[src/rtl/bit4_adder_sub_pkg.sv]
// Shared constants and result bundle for the 4-bit adder/subtractor.
// Optional zero flag in the top is enabled by ADDSUB_ZERO_FLAG_EN.
package bit4_adder_sub_pkg;

  localparam int ADDSUB_W = 4;

  localparam logic MODE_ADD = 1'b0;
  localparam logic MODE_SUB = 1'b1;

  typedef struct packed {
    logic                c;
    logic [ADDSUB_W-1:0] s;
    logic                v;
  } addsub_res_t;

  // Two's-complement overflow: carry into MSB differs from carry out.
  function automatic logic ovf_flag(
    input logic c_msb_in,
    input logic c_msb_out
  );
    return c_msb_in ^ c_msb_out;
  endfunction

endpackage

[src/rtl/bit4_adder_sub_full_adder.sv]
// One-bit full adder, the ripple cell of the adder/subtractor.
// Purely combinational.
module full_adder (
  input  logic a,
  input  logic b,
  input  logic cin,
  output logic sum,
  output logic cout
);

  logic p;

  // Sum and carry from propagate/generate terms.
  always_comb begin
    p    = a ^ b;
    sum  = p ^ cin;
    cout = (a & b) | (cin & p);
  end

endmodule

[src/rtl/bit4_adder_sub.sv]
// Registered 4-bit ripple adder/subtractor with carry and overflow.
// Define ADDSUB_ZERO_FLAG_EN to add a registered zero flag output Z.
module bit4_adder_sub
  import bit4_adder_sub_pkg::*;
(
  input  logic clk,
  input  logic rst,
  input  logic M,
  input  logic a0,
  input  logic a1,
  input  logic a2,
  input  logic a3,
  input  logic b0,
  input  logic b1,
  input  logic b2,
  input  logic b3,
  output logic C,
  output logic S0,
  output logic S1,
  output logic S2,
  output logic S3,
  output logic V
`ifdef ADDSUB_ZERO_FLAG_EN
  ,
  output logic Z
`endif
);

  logic [ADDSUB_W-1:0] a_vec;
  logic [ADDSUB_W-1:0] b_vec;
  logic [ADDSUB_W-1:0] bx;
  logic [ADDSUB_W-1:0] sum;
  logic [ADDSUB_W:0]   cy;
  logic                sub;

  addsub_res_t res_d;
  addsub_res_t res_q;

  // Gather operands, invert B and seed carry-in for subtract.
  always_comb begin
    sub   = (M == MODE_SUB);
    a_vec = {a3, a2, a1, a0};
    b_vec = {b3, b2, b1, b0};
    bx    = b_vec ^ {ADDSUB_W{sub}};
  end

  assign cy[0] = sub;

  for (genvar i = 0; i < ADDSUB_W; i++) begin : g_fa
    full_adder u_fa (
      .a    (a_vec[i]),
      .b    (bx[i]),
      .cin  (cy[i]),
      .sum  (sum[i]),
      .cout (cy[i+1])
    );
  end

  // Next result: sum, final carry and signed overflow.
  always_comb begin
    res_d   = '0;
    res_d.s = sum;
    res_d.c = cy[ADDSUB_W];
    res_d.v = ovf_flag(cy[ADDSUB_W-1], cy[ADDSUB_W]);
  end

  // Capture a new result every cycle; reset clears it at once.
  always_ff @(posedge clk or posedge rst) begin
    if (rst) res_q <= '0;
    else     res_q <= res_d;
  end

  assign C  = res_q.c;
  assign S0 = res_q.s[0];
  assign S1 = res_q.s[1];
  assign S2 = res_q.s[2];
  assign S3 = res_q.s[3];
  assign V  = res_q.v;

`ifdef ADDSUB_ZERO_FLAG_EN
  logic z_d;
  logic z_q;

  // Zero flag tracks the same captured sum.
  always_comb begin
    z_d = (sum == '0);
  end

  // Registered alongside the main result.
  always_ff @(posedge clk or posedge rst) begin
    if (rst) z_q <= 1'b0;
    else     z_q <= z_d;
  end

  assign Z = z_q;
`endif

endmodule

[config.mk]
export PLATFORM = sky130hd
export DESIGN_NAME = bit4_adder_sub
export DESIGN_NICKNAME = d
export VERILOG_FILES = /design/src/rtl/bit4_adder_sub_pkg.sv /design/src/rtl/bit4_adder_sub_full_adder.sv /design/src/rtl/bit4_adder_sub.sv
export SDC_FILE = /design/constraint.sdc
export NUM_CORES = 1
export LEC_CHECK = 0
export ABC_AREA = 1
export BUFFER_PORTS_ARGS = -buffer_cell sky130_fd_sc_hd__buf_4
export CAP_MARGIN = 5
export CELL_PAD_IN_SITES_DETAIL_PLACEMENT = 2
export CELL_PAD_IN_SITES_GLOBAL_PLACEMENT = 2
export CORE_MARGIN = 2
export CORE_UTILIZATION = 19
export DETAILED_ROUTE_END_ITERATION = 12
export PLACE_DENSITY_LB_ADDON = 0.15
export SLEW_MARGIN = 20
export SYNTH_ARGS = -nofsm -noshare
export SYNTH_HDL_FRONTEND = slang
export SYNTH_SLANG_ARGS = --single-unit
[constraint.sdc]
create_clock -name clk -period 0.8 [get_ports clk]
set_input_delay 0.16 -clock clk [delete_from_list [all_inputs] [get_ports clk]]
set_output_delay 0.16 -clock clk [all_outputs]
set_load 0.01 [all_outputs]
Word-level counts from Yosys, hierarchy flattened --
Cells that the tools add are included.
Operators by class: bitwise logic cells 22
Operator list (number):
- 1-bit XOR | 9
- 1-bit bitwise AND | 8
- 1-bit bitwise OR | 4
- 4-bit XOR | 1
Storage, ports and cells: register bits 6, input port bits 11, output and inout port bits 6, word-level logic and storage cells 25

Depth between registers and ports, before layout --
Gate-level depths: netlist (run 1).
word-level depth 11, depth in mapped cells 11, depth with buffers taken out 11

By module --
From an unflattened synthesis (run 1), not the netlist that was laid out.
Second synthesis, totals: cells, all modules 33, area total of the unflattened synthesis 316.6 um2
Modules (own cells, without submodules):
- bit4_adder_sub | instances 1, cells each 29, area an instance 236.5 um2, seq. area each 150.1 um2
- full_adder | instances 4, cells each 1, area an instance 20.0 um2, seq. area each 0.0 um2

Worst setup path after synthesis (run 1) --
OpenSTA, ideal clock, no wires.
kind input -> register, start point input port M, end point register res_q, in the netlist V, library setup time 0.116 ns, data arrival time 1.444 ns, data required time 0.684 ns, setup slack -0.760 ns, stages on the path 10, buffers on the path 0, cell sequence inv_2 -> nand2_1 -> nand2_1 -> fa_1 -> inv_1 -> fa_1 -> inv_1 -> fa_1 -> nand2_1 -> nand2_1
RTL lines:
- start: declaration | line bit4_adder_sub.sv:8 | input logic M,
- end signal: assignment | line bit4_adder_sub.sv:70 | else res_q <= res_d;
- end: declaration | line bit4_adder_sub.sv:37 | addsub_res_t res_q;

==> flow_summary.json, run 1 <==
{
  "status": "complete, but fails checks",
  "violations": "setup timing",
  "yosysSeqAreaShare": 0.471,
  "slew_viol_final": 0,
  "synth-seq-cells": 6,
  "grt_pass1_wl_mm": 1.32,
  "cp_max_fo": 3,
  "clock_sinks": 6,
  "crit_path_start_kind": "input pin",
  "dpl.cell_count": 72,
  "drt-wirelength-per-cell_um": 10.6,
  "syn-num-nets": 52,
  "drive_gt1_frac": 0.635,
  "antenna_found_initial": 0,
  "top_usage_layer": "met2",
  "drt.antenna.violating_nets": 0,
  "crit_path_frequent_cell": "fa_2",
  "crit_chain": "buf_12, nand2_4, nand2_2, fa_2, inv_2, fa_2, inv_2, fa_2, inv_1, nand2_1, nand2_1",
  "final_common_cell": "buf_4",
  "grt_pass1_vias": 330,
  "row_count": 14,
  "hold_ws_ns": 0.168,
  "grt_max_degree": 7,
  "clk_pin_slew_ns": 0.04,
  "synth_cell_types": 6,
  "synth_warnings": 0,
  "setup_viol": 10,
  "wl_um": 840,
  "diodes": 0,
  "drtIter0Drc": 2,
  "crit_path_top_delay_cell": "fa_2",
  "layout_common_cells": "buf_4, nand2_1, buf_6",
  "gp_congestion": 0.624,
  "grt_util_met3": 0.0360,
  "tightestPinTransition_ns": 0.224,
  "leakage_nw": 0.344,
  "die_area_um2": 2020,
  "grt_use_met2": 0.169,
  "cts_tree": "done",
  "slew_headroom": 0.850,
  "crit_buf_inv": 4,
  "final_hold_viol_count": 0,
  "drc": 0,
  "hold_path_class": "input pin to flip-flop",
  "nFillCells": 171,
  "area_growth_pct": 98.0,
  "power_density_nw_per_um2": 1640,
  "cts_root_buffer": "clkbuf_4",
  "globalRouteOverflowTotal": 0,
  "path_class": "input pin to flip-flop",
  "crit_arrival_ns": 1.60,
  "firstDrtPassIters": 2,
  "slowest_delay_ns": 0.37,
  "drv_cap": 0,
  "post-dp-hpwl_um": 732,
  "setup_slack_ns": -0.626,
  "grt_use_met1": 0.0907,
  "vdd_drop_max_mv": 0.471,
  "grt_usage": 0.0990,
  "start_util": 0.207,
  "portBuffers": 16,
  "num_vias": 319,
  "syn_area_um2": 319,
  "chipHeight_um": 45.0,
  "die_width_um": 45.0,
  "avgSynthCellArea_um2": 8.40,
  "clock.fmax_mhz": 701,
  "cts.htree.levels": 1,
  "numCtsBuffers": 3,
  "final.min_clock_period_ns": 1.43,
  "ioPinCount": 17,
  "cts_max_path_buffers": 2,
  "crit_family": "adder cells",
  "nets": 79,
  "endpoint_kind": "flip-flop",
  "period_share": 1.78,
  "viasPerCell": 4.04,
  "required_ns": 0.98,
  "fp.coreArea_um2": 1540,
  "syn_inst": 38,
  "stdcell_count": 79,
  "rsz0062_at_grt": "yes"
}
[state kept, by name, indices dropped and copies added (netlist names)]
name	flops
C	1
S0	1
S1	1
S2	1
S3	1
V	1
[cell type report]
cell class | count | area (um2) | area share
sequential | 6 | 150 | 0.238
timing repair buffer | 22 | 218 | 0.345
tap | 16 | 20.0 | 0.0317
inverter | 12 | 67.6 | 0.107
multi-input combinational | 20 | 154 | 0.244
clock buffer | 3 | 22.5 | 0.0356
[routing by layer]
metal	vias up	wire [um]	share of wire
li1	154	-	-
met1	151	307	0.37
met2	12	470	0.56
met3	2	57	0.068
met4	0	5	0.0060
met5	-	0	0
[synth_stat cells]
library cell  instances  area, um2
dfrtp_1               6        150
fa_1                  3       60.1
inv_1                11       41.3
inv_2                 1       3.75
nand2_1              15       56.3
nor2_1                2       7.51
[final timing paths]
path                       from      endpoint  slack [ns]  depth (start not counted)
worst max-delay path         b0   V$_DFF_PP0_       -0.63                         11
worst min-delay path         a0  S0$_DFF_PP0_        0.17                          4
max in group asynchronous   rst  S3$_DFF_PP0_        0.22                          3
min in group asynchronous   rst   C$_DFF_PP0_        0.40                          3
[cell families after synthesis]
| group | after synthesis | share of synthesized area |
|---|---|---|
| adder cells (fa/ha/maj) | 3 | 0.188 |
| buffers and inverters | 12 | 0.141 |
| AND/OR/NAND/NOR | 17 | 0.200 |
| flip-flops | 6 | 0.471 |
[per-stage QoR]
stage                     power [W]  setup TNS (ns)   util  cell area, um2  worst slack, ns
final                       0.00104           -2.53  0.410             632           -0.626
after global routing        0.00113           -2.91  0.410             632           -0.697
after CTS                   0.00105           -2.73  0.401             618           -0.668
after detailed placement   0.000682           -3.54  0.335             517           -0.948
after global placement     0.000663           -3.34  0.335             517           -0.873
after floorplan            0.000506           -2.36      -             362           -0.676
[where the power goes]
part	switching [W]	internal [W]
combinational	0.000158	0.000228
clock	0.000100	0.000169
sequential	0.0000240	0.000358
total	0.000283	0.000755
[timing repair]
action | in CTS | in global routing
pin swaps | 6 | 3
gates cloned | 0 | 0
buffers inserted | 2 | 1
resized for setup | 14 | 3
hold buffers | 1 | 0
endpoints found under the hold margin | 6 | 0
endpoints found under the setup margin | 10 | 10
(Power assumes the default switching activity.)
==> inputs of run 2 (changes only) <==
--- a/config.mk
+++ b/config.mk
@@ -6,14 +6,16 @@
 export NUM_CORES = 1
 export LEC_CHECK = 0
 export ABC_AREA = 1
+export ABC_CLOCK_PERIOD_IN_PS = 800
 export BUFFER_PORTS_ARGS = -buffer_cell sky130_fd_sc_hd__buf_4
 export CAP_MARGIN = 5
 export CELL_PAD_IN_SITES_DETAIL_PLACEMENT = 2
 export CELL_PAD_IN_SITES_GLOBAL_PLACEMENT = 2
-export CORE_MARGIN = 2
+export CORE_MARGIN = 1
 export CORE_UTILIZATION = 19
 export DETAILED_ROUTE_END_ITERATION = 12
 export PLACE_DENSITY_LB_ADDON = 0.15
+export SKIP_LAST_GASP = 1
 export SLEW_MARGIN = 20
 export SYNTH_ARGS = -nofsm -noshare
 export SYNTH_HDL_FRONTEND = slang
==> run 2 against run 1 <==
Net effect:
- the flow still finishes with violations (setup timing)
- sequential share of layout area rose by 0.29 points
- critical path depth unchanged
- cell count down 2.5%
- design area down 1.2%
- first-iteration DRC count down 50%
- hold slack better by 0.0011 ns
- non-clock buffer count fell by 2
- critical path type unchanged
- highest routed layer unchanged
==> flow_summary.json, run 2 (synthesis results as in run 1) <==
{
  "status": "complete, but fails checks",
  "violations": "setup timing",
  "ioPinCount": 17,
  "final_hold_viol_count": 0,
  "hold_path_class": "input pin to flip-flop",
  "vdd_drop_max_mv": 0.397,
  "cts_max_path_buffers": 2,
  "top_layer": "met4",
  "seqCellArea_um2": 150,
  "firstDrtPassIters": 2,
  "slew_headroom": 0.859,
  "rsz0062_at_grt": "yes",
  "setup_viol": 10,
  "row_count": 14,
  "wl_met1_um": 241,
  "met2_wirelength_um": 534,
  "num_vias": 309,
  "multi_input_area_um2": 161,
  "wl_um": 833,
  "crit_path_start_kind": "input pin",
  "fin_area_um2": 624,
  "die_width_um": 43.0,
  "chipHeight_um": 43.0,
  "place_area_um2": 517,
  "cp_max_fo": 3,
  "viasPerCell": 4.01,
  "nFillCells": 179,
  "place_ws_ns": -0.943,
  "clock_sinks": 6,
  "cts.htree.levels": 1,
  "final_common_cell": "buf_4",
  "leakage_nw": 0.341,
  "final.min_clock_period_ns": 1.40,
  "required_ns": 0.93,
  "grt_pass1_wl_mm": 1.34,
  "drt-wirelength-per-cell_um": 10.8,
  "clock.fmax_mhz": 714,
  "finalPower_w": 0.00103,
  "drive_gt1_frac": 0.607,
  "cts_root_buffer": "clkbuf_4",
  "endpoint_kind": "flip-flop",
  "grt_pass1_vias": 335,
  "gp_congestion": 0.677,
  "crit_arrival_ns": 1.53,
  "hold_ws_ns": 0.169,
  "setup_slack_ns": -0.600,
  "die_area_um2": 1850,
  "post-dp-hpwl_um": 782,
  "area_growth_pct": 95.7,
  "portBuffers": 16,
  "clk_pin_slew_ns": 0.04,
  "fp.coreArea_um2": 1540,
  "path_class": "input pin to flip-flop",
  "layout_common_cells": "buf_4, nand2_1, dfrtp_1, inv_1, buf_6",
  "hold_depth": 3,
  "tightestPinTransition_ns": 0.211,
  "cts_tree": "done",
  "drtIter0Drc": 1,
  "grt_max_degree": 7,
  "period_share": 1.75,
  "drt.antenna.violating_nets": 0,
  "diodes": 0,
  "start_util": 0.207,
  "power_density_nw_per_um2": 1640,
  "numCtsBuffers": 3,
  "grt_usage": 0.107,
  "min_from": "a0",
  "drv_cap": 0,
  "antenna_found_initial": 0,
  "drc": 0,
  "globalRouteOverflowTotal": 0,
  "min_to": "S0$_DFF_PP0_",
  "route.met3.wl_um": 51,
  "nets": 77,
  "slew_viol_final": 0
}
[run 2: changes by cell type in the layout (fill, tap and decap cells not counted)]
cell / change
buf_8: +1
buf_6: -2
buf_4: -1
nand2_1: +1
nand2_2: -3
nand2_4: +2
[run 2: critical path, cell delays in order]
cell and delay (ns):
buf_8 0.09, inv_8 0.03, nand2_2 0.07, nand2_2 0.06
fa_2 0.33, inv_2 0.06, fa_2 0.21, inv_2 0.05
fa_2 0.34, nand2_1 0.07, nand2_1 0.06
[run 2: final cells by class]
type	count	area share
tap	16	0.0321
sequential	6	0.240
inverter	12	0.108
clock buffer	3	0.0361
multi-input combinational	20	0.259
timing repair buffer	20	0.325
[run 2: how the worst max path moves through the flow]
stage / from / endpoint / slack [ns] / cells past startpoint
floorplan: b1 / S3$_DFF_PP0_ / -0.68 / 8
global placement: M / S3$_DFF_PP0_ / -0.87 / 8
detailed placement: M / V$_DFF_PP0_ / -0.94 / 10
CTS: M / V$_DFF_PP0_ / -0.61 / 11
global route: M / V$_DFF_PP0_ / -0.67 / 12
finish: b0 / V$_DFF_PP0_ / -0.60 / 11
[run 2: what timing repair did]
item	4_1_cts	5_1_grt
hold endpoints to repair	6	0
resized for setup	16	2
pin swaps	2	1
setup buffers	1	0
hold buffers	1	0
endpoints found under the setup margin	10	10
[run 2: metal layers]
metal  track usage  vias to the layer above
met5             0                        -
met4        0.0909                        0
met3        0.0255                        2
met2         0.206                       12
met1        0.0853                      146
li1              -                      149
[run 2: where the power goes]
part | total [W] | switching (W) | internal (W)
Sequential | 0.000384 | 0.0000257 | 0.000358
Clock | 0.000271 | 0.000102 | 0.000169
Combinational | 0.000372 | 0.000157 | 0.000215
Total | 0.00103 | 0.000284 | 0.000742
[run 2: per-stage QoR]
| stage | util | std cells | setup TNS, ns |
|---|---|---|---|
| 5_1_grt | 0.405 | 77 | -2.85 |
| 6_report | 0.405 | 77 | -2.51 |
| 3_3_place_gp | 0.335 | 72 | -3.32 |
| 3_5_place_dp | 0.335 | 72 | -3.57 |
| 2_1_floorplan | - | 38 | -2.36 |
| 4_1_cts | 0.399 | 77 | -2.63 |
